$ cat src/rtl/rgb_pwm_driver_pkg.sv
// Shared definitions for the RGB PWM driver: FSM states, counter wrap value
// and the bit positions of each colour channel inside the 24-bit light word.
package rgb_pwm_driver_pkg;

  // Last tick index of a PWM period; a period spans ticks 0..254.
  localparam logic [7:0] PWM_TOP = 8'd254;

  // Channel slices of the light word.
  localparam int R_HI = 23;
  localparam int R_LO = 16;
  localparam int G_HI = 15;
  localparam int G_LO = 8;
  localparam int B_HI = 7;
  localparam int B_LO = 0;

  typedef enum logic {
    IDLE = 1'b0,
    RUN  = 1'b1
  } state_t;

endpackage

$ cat src/rtl/rgb_pwm_driver_pwm_channel.sv
// One PWM colour channel: a buffered duty register that only changes on a
// load strobe, and a registered compare against the shared tick counter.
module pwm_channel (
  input  logic       clk,
  input  logic       rst,
  input  logic       load,
  input  logic       clear,
  input  logic [7:0] cnt,
  input  logic [7:0] duty_in,
  output logic       led
);

  logic [7:0] duty;

  // Duty buffer: captured only at period boundaries so a period never glitches.
  always_ff @(posedge clk) begin
    if (rst) begin
      duty <= 8'd0;
    end else if (load) begin
      duty <= duty_in;
    end
  end

  // Pin is high while the current tick is below the duty; forced low when idle.
  always_ff @(posedge clk) begin
    if (rst || clear) begin
      led <= 1'b0;
    end else begin
      led <= (duty > cnt);
    end
  end

endmodule

$ cat src/rtl/rgb_pwm_driver.sv
// RGB PWM driver: takes the 24-bit light word and drives three LED pins with
// per-channel PWM. The top owns the IDLE/RUN FSM, the prescaler and the
// 0..254 tick counter; each colour is a pwm_channel instance.
module rgb_pwm_driver
  import rgb_pwm_driver_pkg::*;
#(
  parameter int PRESCALE = 1,
  parameter int PRE_W    = 8
) (
  input  logic        clk,
  input  logic        rst,
  input  logic        enable,
  input  logic [23:0] light,
  output logic        led_r,
  output logic        led_g,
  output logic        led_b,
  output logic        period_start
);

  localparam logic [PRE_W-1:0] PRE_LAST = PRE_W'(PRESCALE - 1);

  state_t           state;
  state_t           state_next;
  logic [PRE_W-1:0] pre;
  logic [7:0]       cnt;
  logic             tick;
  logic             run_active;
  logic             load;
  logic             clear;

  assign tick = (pre == PRE_LAST);

  // State register.
  always_ff @(posedge clk) begin
    if (rst) begin
      state <= IDLE;
    end else begin
      state <= state_next;
    end
  end

  // Next-state logic: enable alone moves the FSM between IDLE and RUN.
  always_comb begin
    state_next = state;
    case (state)
      IDLE:    if (enable)  state_next = RUN;
      RUN:     if (!enable) state_next = IDLE;
      default: state_next = IDLE;
    endcase
  end

  // Control decode: a load happens on entry to RUN and at every period wrap.
  always_comb begin
    run_active = 1'b0;
    load       = 1'b0;
    case (state)
      IDLE: begin
        load = enable;
      end
      RUN: begin
        run_active = enable;
        load       = enable && tick && (cnt == PWM_TOP);
      end
      default: begin
        run_active = 1'b0;
        load       = 1'b0;
      end
    endcase
    clear = !run_active;
  end

  // Prescaler and tick counter; both restart from zero whenever not running.
  always_ff @(posedge clk) begin
    if (rst || !run_active) begin
      pre <= '0;
      cnt <= 8'd0;
    end else begin
      pre <= tick ? '0 : pre + PRE_W'(1);
      if (tick) begin
        cnt <= (cnt == PWM_TOP) ? 8'd0 : cnt + 8'd1;
      end
    end
  end

  // One-clock pulse marking the edge on which a new duty set was captured.
  always_ff @(posedge clk) begin
    if (rst) begin
      period_start <= 1'b0;
    end else begin
      period_start <= load;
    end
  end

  pwm_channel u_red (
    .clk     (clk),
    .rst     (rst),
    .load    (load),
    .clear   (clear),
    .cnt     (cnt),
    .duty_in (light[R_HI:R_LO]),
    .led     (led_r)
  );

  pwm_channel u_green (
    .clk     (clk),
    .rst     (rst),
    .load    (load),
    .clear   (clear),
    .cnt     (cnt),
    .duty_in (light[G_HI:G_LO]),
    .led     (led_g)
  );

  pwm_channel u_blue (
    .clk     (clk),
    .rst     (rst),
    .load    (load),
    .clear   (clear),
    .cnt     (cnt),
    .duty_in (light[B_HI:B_LO]),
    .led     (led_b)
  );

endmodule

$ cat config.mk
export PLATFORM = sky130hd
export DESIGN_NAME = rgb_pwm_driver
export DESIGN_NICKNAME = d
export VERILOG_FILES = /design/src/rtl/rgb_pwm_driver_pkg.sv /design/src/rtl/rgb_pwm_driver_pwm_channel.sv /design/src/rtl/rgb_pwm_driver.sv
export SDC_FILE = /design/constraint.sdc
export NUM_CORES = 1
export LEC_CHECK = 0
export BUFFER_PORTS_ARGS = -buffer_cell sky130_fd_sc_hd__buf_4
export CAP_MARGIN = 0
export CORE_MARGIN = 3
export CORE_UTILIZATION = 35
export DETAILED_ROUTE_END_ITERATION = 8
export PLACE_DENSITY = 0.58
export SLEW_MARGIN = 40
export SYNTH_ARGS = -nofsm -noshare
export SYNTH_HDL_FRONTEND = slang
export SYNTH_HIERARCHICAL = 1
export SYNTH_SLANG_ARGS = --single-unit
$ cat constraint.sdc
create_clock -name clk -period 6 [get_ports clk]
set_clock_uncertainty 0.15 [all_clocks]
set_input_delay 0.9 -clock clk [delete_from_list [all_inputs] [get_ports clk]]
set_output_delay 0.9 -clock clk [all_outputs]
set_load 0.01 [all_outputs]
Word level (Yosys, flattened, before mapping)
Cells that the tools add are included.
Word-level totals
  flip-flop bits (word level): 45
  output and inout bits: 4
Cells by class
  $add $sub $neg: 2
  $lt $le $gt $ge: 3
  eq/ne operators: 1
  mux-type cells: 4
  bitwise logic cells: 1
  reductions and logical operators: 6
Operator list (number)
  8-bit > comparator: 3
  8-bit by 1-bit adder with 8-bit output, second input constant: 2
  8-bit == test, second input constant: 1
  8-bit zero test: 1
  8-bit 2-to-1 mux: 1
  1-bit logical AND: 2
  1-bit 2-to-1 mux: 2
  1-bit case mux with 2 select lines: 1
  2-bit OR reduction: 1
  1-bit zero test: 1
  1-bit logical OR: 1
  1-bit NOT: 1

Depth between registers and ports, before layout
Gate-level depths: netlist (run 1).
  word-level depth: 4
  gate-level depth with buffers: 10

Hierarchy
Netlist (run 1), hierarchy kept.
By module, submodules not included
  pwm_channel: instances 3, cells an instance 56, area each 511.7 um^2, seq. area each 180.2 um^2
  rgb_pwm_driver: instances 1, cells an instance 89, area each 819.5 um^2, seq. area each 360.3 um^2

Worst setup path before layout (run 1)
Ideal clock, no wire load.
  path kind: register -> register
  from: register pre[0]
  to: register u_blue.duty[0]
  arrival time: 1.979 ns
  required time: 5.724 ns
  slack: 3.745 ns
  cell stages (with the launch flop): 11
  path buffers: 2
  clock period less this slack: 2.255 ns
  cell sequence: dfxtp_1 inv_1 ha_1 nor4b_4 nand2_2 buf_2 or2_1 a21boi_0 buf_4 mux2i_1 nor2_1
On the way
  cells in the longest elaborated chain, start to end: 4
Ends and longest elaborated chain
  from (decl): line rgb_pwm_driver.sv:24  | logic [PRE_W-1:0] pre;
  from (signal assigned): line rgb_pwm_driver.sv:78  | pre <= tick ? '0 : pre + PRE_W'(1);
  8-bit zero test: line rgb_pwm_driver.sv:31  | assign tick = (pre == PRE_LAST);
  1-bit logical AND (2 in a row): line rgb_pwm_driver.sv:62  | load = enable && tick && (cnt == PWM_TOP);
  1-bit case mux with 2 select lines: line rgb_pwm_driver.sv:56  | case (state)
  net load: line rgb_pwm_driver.sv:28  | logic load;
  to (signal assigned): line rgb_pwm_driver_pwm_channel.sv:20  | duty <= duty_in;
  to (decl): line rgb_pwm_driver_pwm_channel.sv:13  | logic [7:0] duty;
The timed path passes the listed nets, and every way through them passes these cells.
A chain may end at the register's enable or synchronous reset.

Worst setup path after layout (run 1)
  from: register pre[0]
  to: register u_blue.duty[6]
Same word-level chain as after synthesis.

==> results of run 1 <==
-- per-layer routing --
layer / up-vias / routed length (um) / track usage (%)
li1: 937 / - / -
met1: 807 / 2267 / 16.81
met2: 26 / 2069 / 20.89
met3: 4 / 194 / 3.104
met4: 0 / 29 / 3.297
met5: - / 0 / 0
-- Yosys cell counts (2+ instances only) --
cell type                  count  share of area, %
sky130_fd_sc_hd__dfxtp_1      45                38
sky130_fd_sc_hd__nor2_1       38               6.1
sky130_fd_sc_hd__ha_1         28                15
sky130_fd_sc_hd__inv_1        27               4.3
sky130_fd_sc_hd__mux2i_1      24                10
sky130_fd_sc_hd__a21oi_1      13               2.8
sky130_fd_sc_hd__nand2_1       9               1.4
sky130_fd_sc_hd__nand4_1       9               2.4
sky130_fd_sc_hd__nand3_1       8               1.7
sky130_fd_sc_hd__xor2_1        8               3.0
sky130_fd_sc_hd__nor2b_1       4               1.1
sky130_fd_sc_hd__o21ai_0       4              0.85
sky130_fd_sc_hd__a21oi_2       3               1.1
sky130_fd_sc_hd__and3_1        3              0.80
sky130_fd_sc_hd__buf_4         3              0.96
sky130_fd_sc_hd__clkbuf_1      3              0.48
sky130_fd_sc_hd__nor3_1        3              0.64
sky130_fd_sc_hd__o211ai_2      3               1.6
sky130_fd_sc_hd__o21a_1        3              0.96
sky130_fd_sc_hd__a21boi_0      2              0.64
sky130_fd_sc_hd__and2_1        2              0.53
sky130_fd_sc_hd__o31ai_1       2              0.64
sky130_fd_sc_hd__or4_1         2              0.64
sky130_fd_sc_hd__xnor2_1       2              0.74
-- placed cells by master, fill, tap and decap left out, drive strengths merged --
| cell type | instances |
|---|---|
| dfxtp | 45 |
| o21ai | 5 |
| xnor2 | 2 |
| nor4b | 1 |
| buf | 31 |
| inv | 27 |
| a21boi | 2 |
| nand3 | 8 |
| nand2 | 10 |
| and3 | 3 |
| clkbuf | 5 |
| clkinv | 1 |
| nand4 | 9 |
| ha | 28 |
| o31ai | 2 |
| o21a | 3 |
| a21oi | 16 |
| nor2b | 4 |
| nor2 | 38 |
| o211ai | 3 |
| and4 | 1 |
| or3 | 1 |
| or3b | 1 |
| or4 | 2 |
| nor3 | 4 |
| xor2 | 8 |
| mux2i | 24 |
| or2 | 1 |
| and2 | 2 |
-- cells by family (layout without fill, tap and decap cells) --
family          count (synthesis)  count (layout)
simple gates                   85              85
flops                          45              45
buf+inv                        34              64
compound gates                 31              31
fa+ha+maj                      28              28
mux                            24              24
xor+xnor                       10              10
-- critical path, delay by kind of cell (launching register included) --
| kind | cells | cell delay, ps |
|---|---|---|
| AND/OR/NAND/NOR | 4 | 860 |
| AO/OA/AOI/OAI | 1 | 500 |
| flip-flops | 1 | 360 |
| buffers and inverters | 2 | 320 |
| multiplexers | 1 | 210 |
| adder cells (fa/ha/maj) | 1 | 140 |
-- power by group --
group | internal, mW | switching, mW
sequential | 0.310 | 0.00674
combinational | 0.0418 | 0.0359
clock | 0.0768 | 0.0950
-- layout make-up --
| cell class | count | area [sq um] |
|---|---|---|
| fill | 656 | 3685 |
| multi-input combinational | 178 | 1325 |
| sequential | 45 | 900.9 |
| timing repair buffer | 31 | 240.2 |
| inverter | 27 | 101.3 |
| tap | 77 | 96.34 |
| clock buffer | 5 | 68.82 |
| clock inverter | 1 | 5.005 |
-- sequential cells by signal, summed over array words and instances (netlist names) --
signal,count
u_blue/led,1
period_start,1
u_green/led,1
u_red/led,1
u_blue/duty,8
state,1
pre,8
u_green/duty,8
cnt,8
u_red/duty,8
-- stage by stage --
step / cell area (sq um) / hold WS, ps / utilization (%) / power (mW)
CTS: 2738 / 341.8 / 42.63 / 0.5795
floorplan: 2355 / 298.5 / - / 0.3758
detailed placement: 2664 / 322.2 / 41.48 / 0.4024
global route: 2738 / 386.2 / 42.63 / 0.5972
finish: 2738 / 346.4 / 42.63 / 0.5658
global placement: 2649 / 315.7 / 41.24 / 0.3997
-- worst max-delay path by stage --
stage                start         endpoint
finish              pre[0]   u_blue/duty[6]
global route        pre[0]   u_blue/duty[4]
CTS                 pre[0]   u_blue/duty[6]
detailed placement  pre[0]   u_blue/duty[6]
global placement    pre[0]  u_green/duty[3]
floorplan           pre[0]   u_blue/duty[0]
==> qor.yml, run 1 <==
flow_run:
  max-cap-violations: 0
clock_network:
  clkTransAtPathRegs_ps: 80
  clk_path_buf_depth: 2
  cts_hold_repair.buffers: 0
  htree_num_levels: 2
  worstSkewPairLatency_ps: 290
  tritoncts: "done"
  clock_tree.root_cell: "sky130_fd_sc_hd__clkbuf_8"
  clock_sink_count: 45
  cts-buffers-inserted: 5
  ctsResizeCount: 0
  post_cts_buffers: 0
synthesis:
  synth.mux.area_fraction_pct: 10.20
  synth_compound_area_share_pct: 8.767
  ys_dominant_reg_cell: "sky130_fd_sc_hd__dfxtp_1"
  count_of_flip_flops_with_a_built_in_enable_after_synthesis: 0
  post_synth_num_cell_types: 33
  synth_seq_cells: 45
  synth_top_family_by_area: "simple AND/OR/NAND/NOR gates"
  synth_cells: 257
  post_synth_xor_area_fraction_pct: 3.719
  async_reset_ff_share_pct: 0
  syn-mean-instance-area_sq_um: 9.162
  synthSimpleGateAreaFrac_pct: 18.23
  seq_area_frac_synth_pct: 38.26
  syn_nets: 312
  yosysWarnings: 6
  syn-cell-area_sq_mm: 0.002355
  synth_adder_area_share_pct: 14.88
hold_path:
  hold_depth: 1
  worst_hold_startpoint: "pre[0]"
  worstHoldEndpoint: "pre[0]"
  min-delay-path-class: "flip-flop to flip-flop"
drt:
  router_iterations_before_antenna_repair: 4
  drt_iter0_drc: 37
  ant_nets_after_route: 0
  totalWireLength_um: 4561
  routed-via-count: 1774
  final_routed_drc_violation_total: 0
  via_per_inst: 4.874
  wl_per_instance_um: 12.53
setup_path:
  timing.reg2reg.setup_slack_ps: 3340
  worstRegToRegCells: 9
  regToRegEndpoint: "u_blue/duty[6]"
  slowest_delay_ps: 500
  startpoint_type: "flip-flop"
  worst_r2r_startpoint: "pre[0]"
  timing.setup.critical_path_class: "flip-flop to flip-flop"
  crit_slowest_cell: "sky130_fd_sc_hd__a21boi_4"
  worstSetupEndpointType: "flip-flop"
  path_max_fanout: 13
  crit_required_ps: 6030
  path_cells: "inv_1 -> ha_1 -> nor4b_4 -> nand2_2 -> or2_1 -> a21boi_4 -> buf_8 -> mux2i_1 -> nor2_1"
  critPathArrivalTime_ps: 2690
placed_design:
  dp_hpwl_um: 3356
  dpl.cell_count: 358
  globalplace.congestion: 0.7160
  io_buffers: 30
  place_ws_ps: 3318
global_routing:
  gr-usage-all-layers_pct: 12.73
  globalRouteOverflowTotal: 0
  grt_max_degree: 29
  initial_antenna_violation_count: 0
  grt_pass1_vias: 1714
  global_route_wire_length_before_repair_um: 7831
floorplanning:
  area_enclosed_by_the_die_boundary_sq_mm: 0.007748
  floorplan.io_pins: 31
  rows: 29
  initial_core_util_pct: 36.66
  fp.dieH_um: 88.03
  coreArea_sq_mm: 0.006422
  die-width_um: 88.03
power_and_ir_drop:
  ir_drop_v: 0.0001094
  static-leakage-power_nw: 1.147
  cellPowerDensity_mw_per_mm2: 206.7
timing:
  slew_headroom_pct: 61.98
  setup_slack_ps: 3336
  final-setup-viol-count: 0
  report.final.slew_viol_count: 0
  timing_worst_slew_pin_value_ps: 568.9
  layout_min_cycle_time_ps: 2664
  timing.fmax_mhz: 375.3
  hold_violations: 0
  final_min_period_over_clock_period_pct: 44.41
  rsz0062_at_grt: "false"
  fin_setup_tns_ps: 0
layout:
  syn_to_final_growth_pct: 16.26
  antennaDiodeCount: 0
  nets: 343
  drive_gt1_share_pct: 16.38
  post_layout_nonfiller_instances: 364
run_status:
  outcome: "completed"
Note: power is estimated with default switching activity, not from simulation.
==> run 2: changes to the inputs <==
ABC_AREA = 1   (was default)
clock period = 2.75 ns   (was 6 ns; I/O delays follow)
==> run 2 against run 1 <==
Effect of this change: critical path depth stayed put; register-to-register slack worse by 2600 ps; hold slack worse by 140 ps; wire length is 12% higher; flip-flop and latch count stayed put; die area is 8.6% higher; non-clock buffer count is 1 higher; core utilization is 0.20 points higher; cell count is 35% higher; sequential share of layout area is 2.6 points lower; combinational power is 130% higher; critical path type unchanged; critical endpoint is now u_green/duty[0].
==> qor.yml, run 2 <==
synthesis:
  post_synth_num_cell_types: 21  # -36%
  ys_dominant_reg_cell: "sky130_fd_sc_hd__dfxtp_1"
  yosysWarnings: 6  # unchanged
  syn_nets: 419  # +34%
  netlist_top_cells_area: "sky130_fd_sc_hd__dfxtp_1 35%, sky130_fd_sc_hd__nand2_1 17%, sky130_fd_sc_hd__ha_1 14%"
  syn-cell-area_sq_mm: 0.002572  # +9.2%
  synth_top_cell_area_share_pct: 35.02  # -3.2 points
  synth_cells: 364  # +42%
  post-synth-top-count-cell: "sky130_fd_sc_hd__nand2_1"
  post-synth-top-area-cell: "sky130_fd_sc_hd__dfxtp_1"
  seq_area_frac_synth_pct: 35.02  # -3.2 points
  synth.cells.most_frequent: "116 x sky130_fd_sc_hd__nand2_1, 58 x sky130_fd_sc_hd__inv_1, 45 x sky130_fd_sc_hd__dfxtp_1, 42 x sky130_fd_sc_hd__nor2_1, 30 x sky130_fd_sc_hd__a21oi_1"
  count_of_flip_flops_with_a_built_in_enable_after_synthesis: 0  # unchanged
  async_reset_ff_share_pct: 0  # unchanged
  synth_seq_cells: 45  # unchanged
  syn-mean-instance-area_sq_um: 7.067  # -23%
clock_network:
  clock_sink_count: 45  # unchanged
  cts_hold_repair.buffers: 0  # unchanged
  tritoncts: "done"
  clock_tree.root_cell: "sky130_fd_sc_hd__clkbuf_8"
  clk_path_buf_depth: 2  # unchanged
  post_cts_buffers: 0  # unchanged
  htree_num_levels: 2  # unchanged
  worstSkewPairLatency_ps: 300  # about the same
  ctsResizeCount: 0  # unchanged
  clkTransAtPathRegs_ps: 90  # about the same
  cts-buffers-inserted: 5  # unchanged
timing:
  rsz0062_at_grt: "false"
  timing_worst_slew_pin_value_ps: 344.6  # -224.3 ps
  fin_setup_tns_ps: 0  # unchanged
  slew_headroom_pct: 77.03  # +15 points
  layout_min_cycle_time_ps: 2010  # -654.1 ps
  timing.fmax_mhz: 497.4  # +33%
  hold_violations: 0  # unchanged
  report.final.slew_viol_count: 0  # unchanged
  final-setup-viol-count: 0  # unchanged
  final_min_period_over_clock_period_pct: 73.10  # +29 points
floorplanning:
  fp.dieH_um: 91.73  # +4.2%
  initial_core_util_pct: 37.05  # +0.38 points
  rows: 30  # +3.4%
  floorplan.io_pins: 31  # unchanged
  coreArea_sq_mm: 0.006944  # +8.1%
  die-width_um: 91.73  # +4.2%
  area_enclosed_by_the_die_boundary_sq_mm: 0.008414  # +8.6%
setup_path:
  worstRegToRegCells: 9  # unchanged
  crit_slowest_cell: "sky130_fd_sc_hd__dfxtp_1"
  worst_r2r_startpoint: "cnt[1]"
  path_max_fanout: 24  # +11
  critPathArrivalTime_ps: 2040  # -650 ps
  regToRegEndpoint: "u_green/duty[0]"
  slowest_delay_ps: 510  # about the same
  timing.setup.critical_path_class: "flip-flop to flip-flop"
  worstSetupEndpointType: "flip-flop"
  crit_required_ps: 2780  # -3250 ps
  startpoint_type: "flip-flop"
  critical_path.most_common_cell: "sky130_fd_sc_hd__nor2_1"
  timing.reg2reg.setup_slack_ps: 740  # -2600 ps
  path_cells: "ha_1 -> nand2_1 -> nor2_1 -> nand3_2 -> a21oi_2 -> buf_4 -> inv_6 -> nor2_1 -> a211oi_2"
hold_path:
  hold_depth: 3  # +2
  worstHoldEndpoint: "u_blue/duty[7]"
  min-delay-path-class: "input port to flip-flop"
  worst_hold_startpoint: "light[7]"
drt:
  via_per_inst: 4.337  # -11%
  wl_per_instance_um: 10.41  # -17%
  totalWireLength_um: 5130  # +12%
  ant_nets_after_route: 0  # unchanged
  final_routed_drc_violation_total: 0  # unchanged
  router_iterations_before_antenna_repair: 4  # unchanged
  routed-via-count: 2138  # +21%
  drt_iter0_drc: 67  # +81%
layout:
  multi_input_area_sq_mm: 0.001353  # +2.1%
  final_common_cell: "sky130_fd_sc_hd__nand2_1"
  mostFrequentLayoutCells: "116 x sky130_fd_sc_hd__nand2_1, 58 x sky130_fd_sc_hd__inv_1, 45 x sky130_fd_sc_hd__dfxtp_1"
  antennaDiodeCount: 0  # unchanged
  nFillCells: 741  # +13%
  nets: 451  # +31%
  drive_gt1_share_pct: 15.11  # -1.3 points
  layout.cell_area.non_filler_sq_mm: 0.002974  # +8.6%
  area.sequential_sq_um: 900.9  # unchanged
  syn_to_final_growth_pct: 15.61
flow_run:
  max-cap-violations: 0  # unchanged
global_routing:
  globalRouteOverflowTotal: 0  # unchanged
  grt_max_degree: 30  # +3.4%
  gr-usage-all-layers_pct: 12.48  # -0.24 points
  grt_pass1_vias: 1932  # +13%
  global_route_wire_length_before_repair_um: 8569  # +9.4%
  initial_antenna_violation_count: 0  # unchanged
power_and_ir_drop:
  static-leakage-power_nw: 1.362  # +19%
  cellPowerDensity_mw_per_mm2: 466.7  # +130%
  ir_drop_v: 0.0002418  # +120%
placed_design:
  dp_hpwl_um: 3757  # +12%
  io_buffers: 30  # unchanged
  place_area_sq_mm: 0.002858  # +7.3%
  globalplace.congestion: 0.7835  # +9.4%
run_status:
  outcome: "completed"
## run 2: layout make-up
| type | count | share of cell area (%) |
|---|---|---|
| Clock buffer | 7 | 2.903 |
| Clock inverter | 1 | 1.010 |
| Inverter | 61 | 8.204 |
| Multi-Input combinational cell | 251 | 45.48 |
| Sequential cell | 45 | 30.29 |
| Tap cell | 96 | 4.039 |
| Timing Repair Buffer | 32 | 8.077 |
## run 2: how the worst max path moves through the flow
| stage | startpoint | endpoint | cells after the start |
|---|---|---|---|
| after detailed placement | cnt[1] | u_red/duty[0] | 9 |
| after CTS | cnt[1] | u_green/duty[0] | 9 |
| after floorplan | pre[0] | u_blue/duty[0] | 11 |
| after global routing | pre[0] | u_green/duty[0] | 11 |
| final | cnt[1] | u_green/duty[0] | 9 |
| after global placement | cnt[1] | u_green/duty[0] | 9 |
## run 2: metal layers
metal / up-vias / part of all wire [%] / track usage, % / wire length [um]
met2: 28 / 44 / 20.39 / 2280
met1: 924 / 50 / 16.46 / 2556
met3: 6 / 4.3 / 2.789 / 220
li1: 1180 / - / - / -
met5: - / 0 / 0 / 0
met4: 0 / 1.4 / 3.713 / 72
## run 2: kinds of logic after synthesis
kind of cell	Yosys count	share of synthesized area [%]
buf+inv	68	12.55
simple gates	178	27.77
flops	45	35.02
fa+ha+maj	28	13.62
compound gates	41	9.679
xor+xnor	4	1.362
## run 2: worst max-delay path, delay by kind of cell (launching register included)
kind                     cells  cell delay [ps]
AO/OA/AOI/OAI                2              160
flip-flops                   1              510
buffers and inverters        2              400
AND/OR/NAND/NOR              4              440
adder cells (fa/ha/maj)      1              220
## run 2: report_power, final
part | internal, mW | switching, mW
combinational | 0.0804 | 0.0942
sequential | 0.675 | 0.0129
clock | 0.297 | 0.229
## run 2: metrics by stage
stage / util (%) / total power [mW] / instances / worst slack, ps / hold slack, ps
6_report: 42.83 / 1.388 / 493 / 739.7 / 208.5
5_1_grt: 42.83 / 1.463 / 493 / 570.1 / 205.8
2_1_floorplan: - / 0.8277 / 364 / 900.7 / 279.7
3_3_place_gp: 41.15 / 0.8745 / 485 / 785.8 / 296.7
3_5_place_dp: 41.15 / 0.8782 / 485 / 752.2 / 303.3
4_1_cts: 42.83 / 1.410 / 493 / 727.7 / 200.7
